### src/rtl/bidir_shift_loader_if.sv
// Word-load handshake plus serial drive toward the bidirectional shift register.
// BIDIR_SHIFT_LOADER_CHECK_EN adds the register read-back (i_q) and the o_err flag.
interface bidir_shift_loader_if #(
    parameter int WIDTH = 4
);
    logic [WIDTH-1:0] i_data;
    logic             i_dir;
    logic             i_valid;
    logic             o_ready;
    logic             o_d;
    logic             o_right;
    logic             o_shift_en;
    logic             o_done;
`ifdef BIDIR_SHIFT_LOADER_CHECK_EN
    logic [WIDTH-1:0] i_q;
    logic             o_err;

    modport master (
        output i_data, i_dir, i_valid, i_q,
        input  o_ready, o_d, o_right, o_shift_en, o_done, o_err
    );

    modport slave (
        input  i_data, i_dir, i_valid, i_q,
        output o_ready, o_d, o_right, o_shift_en, o_done, o_err
    );
`else
    modport master (
        output i_data, i_dir, i_valid,
        input  o_ready, o_d, o_right, o_shift_en, o_done
    );

    modport slave (
        input  i_data, i_dir, i_valid,
        output o_ready, o_d, o_right, o_shift_en, o_done
    );
`endif
endinterface

### src/rtl/bidir_shift_loader.sv
// Serializes a parallel word into a WIDTH-bit bidirectional shift register.
// Optional read-back compare enabled by the macro BIDIR_SHIFT_LOADER_CHECK_EN.
module bidir_shift_loader #(
    parameter int WIDTH = 4
) (
    input  logic                   i_clk,
    input  logic                   i_rst,
    bidir_shift_loader_if.slave    bus
);
    localparam int CW = $clog2(WIDTH);
    localparam logic [CW-1:0] LAST = CW'(WIDTH - 1);

    typedef enum logic [1:0] {
        IDLE  = 2'd0,
        SHIFT = 2'd1,
        DONE  = 2'd2
    } state_t;

    state_t           state_reg, state_next;
    logic [CW-1:0]    cnt_reg, cnt_next;
    logic [WIDTH-1:0] sreg_reg, sreg_next;
    logic             ready_reg, ready_next;
    logic             d_reg, d_next;
    logic             right_reg, right_next;
    logic             shift_en_reg, shift_en_next;
    logic             done_reg, done_next;

    always_ff @(posedge i_clk) begin
        if (i_rst) begin
            state_reg    <= IDLE;
            cnt_reg      <= '0;
            sreg_reg     <= '0;
            ready_reg    <= 1'b1;
            d_reg        <= 1'b0;
            right_reg    <= 1'b1;
            shift_en_reg <= 1'b0;
            done_reg     <= 1'b0;
        end else begin
            state_reg    <= state_next;
            cnt_reg      <= cnt_next;
            sreg_reg     <= sreg_next;
            ready_reg    <= ready_next;
            d_reg        <= d_next;
            right_reg    <= right_next;
            shift_en_reg <= shift_en_next;
            done_reg     <= done_next;
        end
    end

    // Outputs are computed one cycle ahead so every port comes straight from a flop.
    // sreg_reg holds the bits still to send, with the next bit at the end facing the register.
    always_comb begin
        state_next    = state_reg;
        cnt_next      = cnt_reg;
        sreg_next     = sreg_reg;
        ready_next    = 1'b0;
        d_next        = 1'b0;
        right_next    = right_reg;
        shift_en_next = 1'b0;
        done_next     = 1'b0;
        case (state_reg)
            IDLE: begin
                ready_next = 1'b1;
                if (bus.i_valid && ready_reg) begin
                    state_next    = SHIFT;
                    cnt_next      = '0;
                    sreg_next     = bus.i_data;
                    right_next    = bus.i_dir;
                    ready_next    = 1'b0;
                    shift_en_next = 1'b1;
                    d_next        = bus.i_dir ? bus.i_data[WIDTH-1] : bus.i_data[0];
                end
            end
            SHIFT: begin
                if (cnt_reg == LAST) begin
                    state_next = DONE;
                    done_next  = 1'b1;
                end else begin
                    cnt_next      = cnt_reg + CW'(1);
                    sreg_next     = right_reg ? {sreg_reg[WIDTH-2:0], 1'b0}
                                              : {1'b0, sreg_reg[WIDTH-1:1]};
                    shift_en_next = 1'b1;
                    d_next        = right_reg ? sreg_next[WIDTH-1] : sreg_next[0];
                end
            end
            DONE: begin
                state_next = IDLE;
                ready_next = 1'b1;
            end
            default: begin
                state_next = IDLE;
            end
        endcase
    end

    assign bus.o_ready    = ready_reg;
    assign bus.o_d        = d_reg;
    assign bus.o_right    = right_reg;
    assign bus.o_shift_en = shift_en_reg;
    assign bus.o_done     = done_reg;

`ifdef BIDIR_SHIFT_LOADER_CHECK_EN
    logic [WIDTH-1:0] word_reg;

    always_ff @(posedge i_clk) begin
        if (i_rst) begin
            word_reg <= '0;
        end else if (state_reg == IDLE && bus.i_valid && ready_reg) begin
            word_reg <= bus.i_data;
        end
    end

    // The register only holds the complete word during the DONE cycle, so the
    // flag gates the flopped done with a compare against the register's own flops.
    assign bus.o_err = done_reg && (bus.i_q != word_reg);
`endif

endmodule
### src/flat_wrapper.sv
// flat-port wrapper written by rule: the top's interface ports become plain ports
module bidir_shift_loader_flat 
#(
    parameter int WIDTH = 4
)
  (i_clk, i_rst, bus_i_data, bus_i_dir, bus_i_valid, bus_o_ready, bus_o_d, bus_o_right, bus_o_shift_en, bus_o_done);
  bidir_shift_loader_if #(.WIDTH(WIDTH)) bus_i ();
  input  logic i_clk;
  input  logic i_rst;
  input wire logic [$bits(bus_i.i_data)-1:0] bus_i_data;
  input wire logic [$bits(bus_i.i_dir)-1:0] bus_i_dir;
  input wire logic [$bits(bus_i.i_valid)-1:0] bus_i_valid;
  output wire logic [$bits(bus_i.o_ready)-1:0] bus_o_ready;
  output wire logic [$bits(bus_i.o_d)-1:0] bus_o_d;
  output wire logic [$bits(bus_i.o_right)-1:0] bus_o_right;
  output wire logic [$bits(bus_i.o_shift_en)-1:0] bus_o_shift_en;
  output wire logic [$bits(bus_i.o_done)-1:0] bus_o_done;
  assign bus_i.i_data = bus_i_data;
  assign bus_i.i_dir = bus_i_dir;
  assign bus_i.i_valid = bus_i_valid;
  assign bus_o_ready = bus_i.o_ready;
  assign bus_o_d = bus_i.o_d;
  assign bus_o_right = bus_i.o_right;
  assign bus_o_shift_en = bus_i.o_shift_en;
  assign bus_o_done = bus_i.o_done;
  bidir_shift_loader #(.WIDTH(WIDTH)) u_core (.i_clk(i_clk), .i_rst(i_rst), .bus(bus_i));
endmodule
### config.mk
export PLATFORM = sky130hd
export DESIGN_NAME = bidir_shift_loader_flat
export DESIGN_NICKNAME = d
export VERILOG_FILES = /design/src/rtl/bidir_shift_loader_if.sv /design/src/rtl/bidir_shift_loader.sv /design/src/flat_wrapper.sv
export SDC_FILE = /design/constraint.sdc
export NUM_CORES = 1
export LEC_CHECK = 0
export ABC_AREA = 1
export BUFFER_PORTS_ARGS = -buffer_cell sky130_fd_sc_hd__buf_2
export CORE_AREA = 2 2 39 41
export CTS_CLUSTER_DIAMETER = 120
export CTS_CLUSTER_SIZE = 16
export DETAILED_ROUTE_END_ITERATION = 16
export DIE_AREA = 0 0 41 43
export PLACE_DENSITY_LB_ADDON = 0.15
export SLEW_MARGIN = 20
export SYNTH_ARGS = -nofsm -noshare
export SYNTH_HDL_FRONTEND = slang
export SYNTH_SLANG_ARGS = --single-unit
### constraint.sdc
create_clock -name i_clk -period 1.65 [get_ports i_clk]
set_clock_uncertainty 0.05 [all_clocks]
set_input_delay 0.0825 -clock i_clk [delete_from_list [all_inputs] [get_ports i_clk]]
set_output_delay 0.0825 -clock i_clk [all_outputs]
set_load 0.1 [all_outputs]
==> results of run 1 <==
-- final timing paths --
check	startpoint	to	cells after the start	slack, ns
max	u_core.bus.o_right$_SDFFE_PP1P_	bus_o_right	1	0.37
max reg2reg	u_core.cnt_reg[0]$_SDFFE_PP0P_	u_core.cnt_reg[1]$_SDFFE_PP0P_	7	0.41
min	bus_i_data[2]	u_core.sreg_reg[2]$_SDFFE_PP0P_	5	0.05
min reg2reg	u_core.cnt_reg[0]$_SDFFE_PP0P_	u_core.cnt_reg[0]$_SDFFE_PP0P_	1	0.41
-- worst reg2reg max path, stage by stage (launching register included) --
cell and delay (ns):
dfxtp_1 0.33, ha_1 0.21, inv_1 0.11, nand3_1 0.13, nand2_1 0.16, nand2_1 0.07
nand2_1 0.05, nor2_1 0.04
-- cell families after synthesis --
kind of cell / count (synthesis)
AO/OA/AOI/OAI: 8
adder cells (fa/ha/maj): 1
buffers and inverters: 14
flip-flops: 13
AND/OR/NAND/NOR: 55
-- routing by layer --
| metal | vias to the layer above | part of all wire (%) |
|---|---|---|
| met3 | 3 | 4.0 |
| met4 | 0 | 1.8 |
| met2 | 12 | 46 |
| li1 | 314 | - |
| met5 | - | 0 |
| met1 | 228 | 48 |
-- area by class of cell --
cell class / count / area (µm²)
clock buffers: 4 / 26.3
fillers: 160 / 668
inverters: 14 / 52.6
multi-input cells: 64 / 275
flip-flops and latches: 13 / 262
well taps: 16 / 20.0
repair buffers: 14 / 80.1
-- cells in the final DEF, fill, tap and decap left out --
| cell type | instances |
|---|---|
| clkbuf_4 | 3 |
| nor3_1 | 2 |
| nor2_1 | 11 |
| inv_1 | 14 |
| nor2_2 | 1 |
| o21ai_0 | 2 |
| clkbuf_1 | 1 |
| dfxtp_1 | 12 |
| ha_1 | 1 |
| dlygate4sd3_1 | 2 |
| dfxtp_2 | 1 |
| nand3_1 | 5 |
| o211ai_1 | 2 |
| buf_2 | 12 |
| a21oi_1 | 4 |
| nand2_1 | 36 |
-- cell usage after synthesis (all sizes together) --
library cell	count
dfxtp	13
nand3	5
o211ai	2
o21ai	2
ha	1
a21oi	4
inv	14
nor2	12
nor3	2
nand2	36
-- power groups by stage --
stage,Sequential [mW],Clock (mW),Combinational [mW]
after floorplan,0.425,0,0.0935
after global placement,0.365,0,0.194
after detailed placement,0.366,0,0.194
after CTS,0.359,0.206,0.199
after global routing,0.363,0.223,0.224
final,0.359,0.205,0.197
-- repair_timing --
action	4_1_cts	5_1_grt
hold buffers	2	0
endpoints found under the hold margin	6	0
setup endpoints to repair	0	0
==> summary.txt, run 1 <==
Outcome
  – Status: finished clean

Timing
  – Setup violators final: 0
  – Final setup TNS: 0 ns
  – Post-layout min period: around 1.3 ns
  – Fin. Hold Viols: 0
  – Slew Viols, Final: 0
  – FMAX: 779 MHz
  – Final period utilization: between 70% and 80%
  – Worst Hold Margin: 0.0491 ns
  – Final WS setup: 0.367 ns
  – Worst slew pin tran: 0.484 ns
  – Setup repair after global routing missed its margin: no
  – Slew HR: around 68%

Worst setup path
  – Critical path launch point type: register
  – Critical path's top delay family: buffers and inverters
  – Worst path cell trace: buf_2
  – Crit path DAT: roughly 1.2 ns
  – CP max stage cell: buf_2
  – Crit path buffers/inverters: 1
  – Crit path max fanout: 5
  – Critical path type: reg2out
  – Crit path required time: between 1.5 and 2 ns
  – Crit. End Element: primary output
  – CP max stage delay: ~0.46 ns

Power
  – Switching pwr: between 200 and 300 µW
  – Lkg Pwr: slightly below 0.4 nW
  – Pwr/cell area: ~1100 nW/µm²
  – Clk pwr share: a little over a quarter
  – Pwr Total: about 760 µW
  – Worst vdd ir: around 0.43 mV
  – Register share of total power: a little under half
  – Switching share of power: between 30% and 40%
  – Internal: 489 µW
  – Combinational share of power: between 20% and 30%

Synth
  – Main combinational cell family by area after synthesis: simple AND/OR/NAND/NOR gates
  – Post-Syn Area: between 500 and 600 µm²
  – Cells after synthesis: 91
  – Yosys warning total: 0
  – Synth Area in Adders: under 10%
  – Top-area cell type share of the netlist area: around 44%
  – FF+latch count, synth: 13
  – Sequential area share after synthesis: 44.3%
  – Compound-Gate Fraction of Synth Area: 7.66%
  – Mux contribution to synthesized area: 0%
  – Distinct cells, synth: 11
  – Simple-Gate Fraction of Synth Area: 37.0%
  – Synth area leaders: dfxtp_1 44%, nand2_1 23%, inv_1 8.9%
  – Area leader, netlist: dfxtp_1
  – Syn Nets: 100
  – Post-Synth XOR/XNOR Area: 0%
  – Avg Cell Area, Syn: around 6.5 µm²

Job
  – Max-Cap Viols: 0

CTS
  – CTS tree: built
  – Post CTS Setup Buffer Count: 0
  – Total CTS buffers: 3
  – CTS root buf: clkbuf_4
  – H-tree levels: 1
  – Cts repair resizes: 0
  – Worst skew pair latency: about 0.28 ns
  – Clk buf depth: 2
  – Reg clk slew, reported paths: approximately 0.08 ns
  – Clock sinks: 13

GRT
  – Met1 usage: 23.1%
  – Grt met2 use: between 20 and 30%
  – M3 GR Usage: around 6.3%
  – Remaining Overflow, GRT: 0
  – Most Used Layer, Global Route: met2
  – Antenna violations before repair: 0
  – Vias in the first global route: between 500 and 600
  – Pin count of the biggest net entering global routing: 9
  – First-pass GRT wire length: between 2000 and 2500 µm
  – Total Routing Usage GR: between 15 and 20%

Drt
  – Routed WL per cell: about 9.7 µm
  – DR DRC count: 0
  – WL final: approximately 1200 µm
  – Pre-Repair DR Iteration Count: 4
  – Antenna Nets Post-Route: 0
  – DR vias: around 560
  – Vias per std cell: 4.46
  – Initial drt markers: 7

Cells and area
  – ANT cells: 0
  – Area grow syn2layout: 21.7%
  – Final nets: ~120
  – Share of layout cells above drive strength 1: 15.6%
  – Non-Filler Instances: between 100 and 150
  – Max reg flops: 4
  – Core Util, Final: 51.7%
  – Final instance area: slightly above 700 µm²

Floorplanning
  – Core ar.: between 1000 and 1500 µm²
  – Row count: 14
  – Die X: a little over 40 µm
  – Die height: between 40 and 50 µm
  – Starting Density: 42.5%
  – Ports: 13
  – Die ar.: roughly 1800 µm²

Hold path
  – Tightest Hold Check Type: in2reg

Placed design
  – Pre-CTS setup slack: approximately 0.41 ns
  – PortBufs: 12
  – DP HPWL: between 900 and 1000 µm
  – Placed instance area: 669 µm²
  – GP Congestion: ~0.71
  – Cells after DPL: 119
(Power assumes the default switching activity.)
==> inputs of run 2 (changes only) <==
--- a/config.mk
+++ b/config.mk
@@ -5,7 +5,7 @@
 export SDC_FILE = /design/constraint.sdc
 export NUM_CORES = 1
 export LEC_CHECK = 0
-export ABC_AREA = 1
+export ABC_AREA = 0
 export BUFFER_PORTS_ARGS = -buffer_cell sky130_fd_sc_hd__buf_2
 export CORE_AREA = 2 2 39 41
 export CTS_CLUSTER_DIAMETER = 120
==> constraint.sdc (replaced) <==
create_clock -name i_clk -period 1.3 [get_ports i_clk]
set_clock_uncertainty 0.05 [all_clocks]
set_input_delay 0.065 -clock i_clk [delete_from_list [all_inputs] [get_ports i_clk]]
set_output_delay 0.065 -clock i_clk [all_outputs]
set_load 0.1 [all_outputs]
==> run 2 against run 1 <==
Compared with the run above: the flow now finishes with violations (setup timing); hold slack worse by 0.043 ns; sequential power increased by 29%; via count decreased by 8.1%; count of clock-buffer cells in the layout is 1 lower; critical endpoint is now u_core.sreg_reg[3]$_SDFFE_PP0P_.
==> summary.txt, run 2 <==
Synth
  – FF+latch count, synth: 13 (unchanged)
  – Ys async rst share: 0% (unchanged)
  – Top-count cell post-synth: dfxtp_1
  – Number of enable flip-flop cells after synthesis: 0 (unchanged)
  – Yosys warning total: 0 (unchanged)
  – Syn Nets: 67 (-33%)
  – Sequential area share after synthesis: 44.0% (-0.28 points)
  – Synth area leaders: dfxtp_1 44%, mux2i_1 6.8%, mux2_2 3.8%
  – Distinct cells, synth: 29 (+18)
  – Commonest cells post-synth: 13 x dfxtp_1, 5 x inv_1, 4 x mux2i_1
  – Post-Syn Area: 592 µm² (+0.64%)
  – Avg Cell Area, Syn: 10.2 µm² (+58%)
  – Area leader, netlist: dfxtp_1
  – Post-synth top flop: dfxtp_1
  – Cells after synthesis: 58 (-36%)
  – Top-area cell type share of the netlist area: 44.0% (-0.28 points)

Power
  – Worst vdd ir: 0.753 mV (+77%)
  – Lkg Pwr: 0.351 nW (-10%)
  – Pwr/cell area: 1220 nW/µm² (+15%)

Cells and area
  – Share of layout cells above drive strength 1: 48.1% (+32 points)
  – ANT cells: 0 (unchanged)
  – Area grow syn2layout: 33.8%
  – Most frequent cells in the layout: 12 x buf_2, 9 x dfxtp_1, 6 x buf_4
  – Final nets: 87 (-27%)
  – Max reg flops: 4 (unchanged)
  – Commonest non-fill, non-tap cell in the layout: buf_2
  – FILL cells: 134 (-16%)
  – Final instance area: 792 µm² (+11%)

CTS
  – Worst skew pair latency: 0.28 ns (about the same)
  – # hold bufs at CTS: 0 (-2)
  – CTS tree: built
  – CTS root buf: clkbuf_4
  – H-tree levels: 1 (unchanged)
  – Total CTS buffers: 3 (unchanged)
  – Reg clk slew, reported paths: 0.08 ns (about the same)
  – Clock sinks: 13 (unchanged)
  – Clk buf depth: 2 (unchanged)

Worst setup path
  – CP max stage delay: 0.41 ns (-0.05 ns)
  – Critical path's top delay family: simple AND/OR/NAND/NOR gates
  – Crit path DAT: 1.50 ns (+0.35 ns)
  – Crit path required time: 1.42 ns (-0.10 ns)
  – Reg-to-reg slack, setup: -0.09 ns (-0.50 ns)
  – Crit path buffers/inverters: 0 (-1)
  – Crit path max fanout: 6 (+1)
  – Worst path cell trace: ha_4 -> or3b_4 -> a221oi_2 -> a311oi_1
  – Critical path type: reg2reg
  – R2R Path Start: u_core.cnt_reg[0]$_SDFFE_PP0P_
  – Depth of the most critical reg-to-reg path: 4 (-3)
  – Crit. End Element: register
  – RR Endpoint: u_core.sreg_reg[3]$_SDFFE_PP0P_
  – Worst Setup EP: u_core.sreg_reg[3]$_SDFFE_PP0P_
  – CP startpoint: u_core.cnt_reg[0]$_SDFFE_PP0P_
  – Critical path launch point type: register
  – CP max stage cell: or3b_4
  – WP depth: 4 (+3)

Timing
  – Slew Viols, Final: 0 (unchanged)
  – FMAX: about 720 MHz
  – Worst slew pin tran: 0.483 ns (-0.00173 ns)
  – Setup repair after global routing missed its margin: yes
  – Final setup TNS: -0.532 ns (-0.532 ns)
  – Final period utilization: 107%
  – Post-layout min period: between 1 and 1.5 ns
  – Setup violators final: 7 (+7)
  – Fin. Hold Viols: 0 (unchanged)
  – Final WS setup: -0.0874 ns (-0.454 ns)
  – Slew HR: 68.0% (+0.11 points)

GRT
  – Met1 usage: 23.9% (+0.88 points)
  – Most Used Layer, Global Route: met1
  – Vias in the first global route: 449 (-13%)
  – Grt met2 use: 21.3% (-4.7 points)
  – Total Routing Usage GR: 16.7% (-1.9 points)
  – Antenna violations before repair: 0 (unchanged)
  – Remaining Overflow, GRT: 0 (unchanged)
  – Pin count of the biggest net entering global routing: 13 (+4)
  – First-pass GRT wire length: 1960 µm (-8.4%)
  – M3 GR Usage: 3.14% (-3.1 points)

Floorplanning
  – Die ar.: 1760 µm² (unchanged)
  – Starting Density: 42.8% (+0.27 points)
  – Die X: 41 µm (unchanged)
  – Core ar.: 1380 µm² (unchanged)
  – Ports: 13 (unchanged)
  – Die height: 43 µm (unchanged)
  – Row count: 14 (unchanged)

Drt
  – DR DRC count: 0 (unchanged)
  – Antenna Nets Post-Route: 0 (unchanged)
  – Routed WL per cell: 12.8 µm (+32%)
  – Pre-Repair DR Iteration Count: 2 (-2)
  – Vias per std cell: 5.51 (+24%)
  – DR vias: 512 (-8.1%)
  – WL final: 1190 µm (-1.5%)
  – Initial drt markers: 1 (-6)

Hold path
  – Hold_sp: bus_i_data[1]
  – Tightest Hold Check Type: in2reg

Placed design
  – GP Congestion: 0.691 (-3.2%)
  – PortBufs: 12 (unchanged)
  – DP HPWL: 812 µm (-10%)
  – Placed instance area: 747 µm² (+12%)

Outcome
  – Failing checks: setup timing
  – Status: finished with violations

Job
  – Max-Cap Viols: 0 (unchanged)
run 2: layout make-up:
class / instances / area [µm²] / area share (%)
multi-input cells: 37 / 350 / 44.2
flip-flops and latches: 13 / 270 / 34.1
repair buffers: 18 / 105 / 13.3
clock buffers: 3 / 22.5 / 2.84
well taps: 16 / 20.0 / 2.53
inverters: 5 / 18.8 / 2.37
clock inverters: 1 / 5.00 / 0.632
run 2: tightest hold or removal path: cells and delay by family:
family | cells | cell delay (ns)
multiplexers | 1 | 0.05
buffers and inverters | 1 | 0.07
AO/OA/AOI/OAI | 1 | 0.12
run 2: where the power goes:
part | total, mW | switching (mW) | internal (mW) | leakage [nW]
Sequential | 0.462 | 0.0305 | 0.432 | 0.108
Clock | 0.254 | 0.140 | 0.114 | 0.0177
Combinational | 0.253 | 0.156 | 0.0966 | 0.226
run 2: kinds of logic (layout without fill, tap and decap cells):
kind of cell	Yosys count	count (layout)	synth area share, %
compound gates	12	12	15.6
mux	6	6	10.6
flops	13	13	44.0
buf+inv	9	27	7.19
simple gates	17	18	20.5
fa+ha+maj	1	1	2.11
run 2: worst min-delay path by stage:
stage | endpoint | slack, ns | depth (start not counted)
detailed placement | u_core.sreg_reg[2]$_SDFFE_PP0P_ | 0.30 | 3
CTS | u_core.sreg_reg[1]$_SDFFE_PP0P_ | 0.01 | 3
global placement | u_core.sreg_reg[2]$_SDFFE_PP0P_ | 0.29 | 3
finish | u_core.sreg_reg[1]$_SDFFE_PP0P_ | 0.006 | 3
global route | u_core.sreg_reg[1]$_SDFFE_PP0P_ | 0.04 | 3
floorplan | u_core.sreg_reg[2]$_SDFFE_PP0P_ | 0.19 | 2
run 2: metal layers:
metal	vias up	part of all wire (%)	wire length (µm)
li1	257	-	-
met1	240	48	570
met2	10	45	537
met3	5	3.7	44
met4	0	3.2	38
met5	-	0	0
run 2: repair_timing:
item,4_1_cts,5_1_grt
hold endpoints to repair,0,0
gates cloned,1,0
pin swaps,7,2
setup buffers,0,0
setup endpoints to repair,9,11
resized for setup,1,2
run 2: through the flow:
stage,std cells,setup slack [ns],utilization [%],hold slack (ns),power [mW]
after floorplan,58,-0.143,-,0.191,0.665
after global placement,88,-0.137,54.0,0.285,0.713
after detailed placement,88,-0.151,54.0,0.296,0.716
after CTS,93,-0.0912,56.6,0.00985,0.972
after global routing,93,-0.157,57.2,0.0351,1.02
final,93,-0.0874,57.2,0.00581,0.969
==> inputs of run 3 (changes only) <==
--- a/config.mk
+++ b/config.mk
@@ -5,7 +5,7 @@
 export SDC_FILE = /design/constraint.sdc
 export NUM_CORES = 1
 export LEC_CHECK = 0
-export ABC_AREA = 0
+export ABC_AREA = 1
 export BUFFER_PORTS_ARGS = -buffer_cell sky130_fd_sc_hd__buf_2
 export CORE_AREA = 2 2 39 41
 export CTS_CLUSTER_DIAMETER = 120
==> run 3 against run 2 <==
Compared with the run above: largest cell class unchanged; final area down 7.6%; largest power group unchanged; cell count is 34% higher; the flow now finishes without violations; hold slack better by 0.033 ns; critical path depth rose by 3; critical endpoint is now u_core.cnt_reg[1]$_SDFFE_PP0P_; count of clock-buffer cells in the layout rose by 1; fmax up 16%; core utilization shrank 4.3 points.
==> summary.txt, run 3 (same netlist as run 1, synthesis figures left out) <==
Worst setup path
  – CP max stage cell: dfxtp_1
  – Crit path required time: 1.43 ns (about the same)
  – Critical path type: reg2reg
  – Crit. End Element: register
  – Crit path top cell by count: nand2_1
  – Crit path DAT: 1.33 ns (-0.17 ns)
  – Crit path max fanout: 4 (-2)
  – Critical path launch point type: register
  – CP max stage delay: 0.33 ns (-0.08 ns)
  – Worst path cell trace: ha_1 -> inv_1 -> nand3_2 -> nand2_2 -> nand2_1 -> nand2_1 -> nor2_1

Power
  – Switching share of power: 35.5% (+1.8 points)
  – Lkg Pwr: 0.393 nW (+12%)
  – Combinational share of power: 26.6% (+0.5 points)
  – Register share of total power: 47.1% (-0.6 points)
  – Switching pwr: 343 µW (+5.2%)
  – Clk pwr share: 26.2% (about the same)
  – Pwr/cell area: 1320 nW/µm² (+8.0%)
  – Internal: 624 µW (-2.9%)
  – Pwr Total: 967 µW (-0.19%)
  – Worst vdd ir: 0.767 mV (+1.8%)

Placed design
  – Cells after DPL: 119 (+35%)
  – DP HPWL: 949 µm (+17%)
  – PortBufs: 12 (unchanged)
  – GP Congestion: 0.714 (+3.3%)

Cells and area
  – Register area: 265 µm² (-1.9%)
  – Non-Filler Instances: 125 (+34%)
  – Share of layout cells above drive strength 1: 20.2% (-28 points)
  – ANT cells: 0 (unchanged)
  – FILL cells: 155 (+16%)
  – Commonest non-fill, non-tap cell in the layout: nand2_1
  – Max reg flops: 4 (unchanged)
  – Multi-input logic area: 288 µm² (-18%)
  – Final nets: 119 (+37%)
  – Most frequent cells in the layout: 33 x nand2_1, 14 x inv_1, 12 x buf_2
  – Area grow syn2layout: 24.5%

GRT
  – Remaining Overflow, GRT: 0 (unchanged)
  – Vias in the first global route: 489 (+8.9%)
  – Antenna violations before repair: 0 (unchanged)
  – Pin count of the biggest net entering global routing: 9 (-4)
  – Total Routing Usage GR: 17.9% (+1.2 points)
  – First-pass GRT wire length: 2040 µm (+4.2%)

Drt
  – Antenna Nets Post-Route: 0 (unchanged)
  – DR vias: 576 (+13%)
  – DR DRC count: 0 (unchanged)
  – WL final: 1250 µm (+4.8%)
  – Routed WL per cell: 9.98 µm (-22%)
  – Initial drt markers: 13 (+12)
  – Vias per std cell: 4.61 (-16%)
  – Pre-Repair DR Iteration Count: 5 (+3)

Timing
  – Final period utilization: 92.2% (-14 points)
  – Slew Viols, Final: 0 (unchanged)
  – Slew HR: 67.8% (-0.23 points)
  – Fin. Hold Viols: 0 (unchanged)
  – Setup violators final: 0 (-7)
  – FMAX: 834 MHz (+16%)
  – Setup repair after global routing missed its margin: yes
  – Worst Hold Margin: 0.0389 ns (+0.0331 ns)
  – Worst slew pin tran: 0.486 ns (+0.00341 ns)
  – Post-layout min period: 1.20 ns (-0.188 ns)

CTS
  – Clk buf depth: 2 (unchanged)
  – Total CTS buffers: 3 (unchanged)
  – Worst skew pair latency: 0.27 ns (about the same)
  – CTS tree: built
  – Clock sinks: 13 (unchanged)
  – H-tree levels: 1 (unchanged)
  – CTS root buf: clkbuf_4
  – Post CTS Setup Buffer Count: 0 (unchanged)
  – Reg clk slew, reported paths: 0.08 ns (about the same)

Outcome
  – Status: finished clean

Job
  – Max-Cap Viols: 0 (unchanged)

Floorplanning
  – Die ar.: 1760 µm² (unchanged)
  – Ports: 13 (unchanged)
  – Die X: 41 µm (unchanged)
  – Starting Density: 42.5% (-0.27 points)
  – Row count: 14 (unchanged)
  – Core ar.: 1380 µm² (unchanged)
  – Die height: 43 µm (unchanged)

Hold path
  – Tightest Hold Check Type: in2reg
## run 3: cell types whose count changed in the layout (fill, tap and decap cells not counted), sizes merged, moves of 3 or more
| cell | before | now |
|---|---|---|
| a21oi | 1 | 4 |
| buf | 18 | 12 |
| inv | 5 | 14 |
| mux2i | 4 | 0 |
| nand2 | 1 | 36 |
| nand3 | 1 | 5 |
| nor2 | 3 | 12 |
## run 3: per-stage QoR
step	util, %	TNS (ns)	setup WS [ns]	area [µm²]
floorplan	-	0	0.0289	593
global placement	48.6	0	0.0654	673
detailed placement	48.6	0	0.0580	673
CTS	52.0	0	0.0452	719
global route	52.9	-0.0201	-0.0118	732
finish	52.9	0	0.101	732
## run 3: path summary, 6_finish.rpt
check | start | endpoint | slack (ns) | depth (start not counted)
setup reg to reg | u_core.cnt_reg[0]$_SDFFE_PP0P_ | u_core.cnt_reg[1]$_SDFFE_PP0P_ | 0.10 | 7
hold reg to reg | u_core.cnt_reg[0]$_SDFFE_PP0P_ | u_core.cnt_reg[0]$_SDFFE_PP0P_ | 0.41 | 1
hold / removal | bus_i_data[1] | u_core.sreg_reg[1]$_SDFFE_PP0P_ | 0.04 | 5
setup / recovery | u_core.cnt_reg[0]$_SDFFE_PP0P_ | u_core.cnt_reg[1]$_SDFFE_PP0P_ | 0.10 | 7
## run 3: power by group through the flow
| stage | sequential (mW) | combinational (mW) | clock (mW) |
|---|---|---|---|
| floorplan | 0.540 | 0.119 | 0 |
| global placement | 0.463 | 0.246 | 0 |
| detailed placement | 0.464 | 0.247 | 0 |
| CTS | 0.455 | 0.253 | 0.260 |
| global route | 0.461 | 0.289 | 0.287 |
| finish | 0.456 | 0.257 | 0.254 |
## run 3: final cells by class
type	instances	area share (%)
multi-input combinational	64	39.3
sequential	13	36.2
timing repair buffer	14	10.9
inverter	14	7.18
clock buffer	4	3.59
tap	16	2.74
## run 3: critical path: cells and delay by family, from the launching register on
family,cells,cell delay (ns)
buf+inv,1,0.13
flops,1,0.33
simple gates,5,0.39
fa+ha+maj,1,0.21
## run 3: repair_timing
item,4_1_cts,5_1_grt
setup endpoints to repair,0,5
hold endpoints to repair,5,0
gates resized for setup,0,5
hold buffers,2,0
## run 3: layer usage
layer	track usage (%)	part of all wire (%)	vias to the layer above
met5	0	0	-
met4	12.0	2.3	0
met3	4.71	3.8	4
met2	25.6	48	12
met1	22.3	46	243
li1	-	-	317
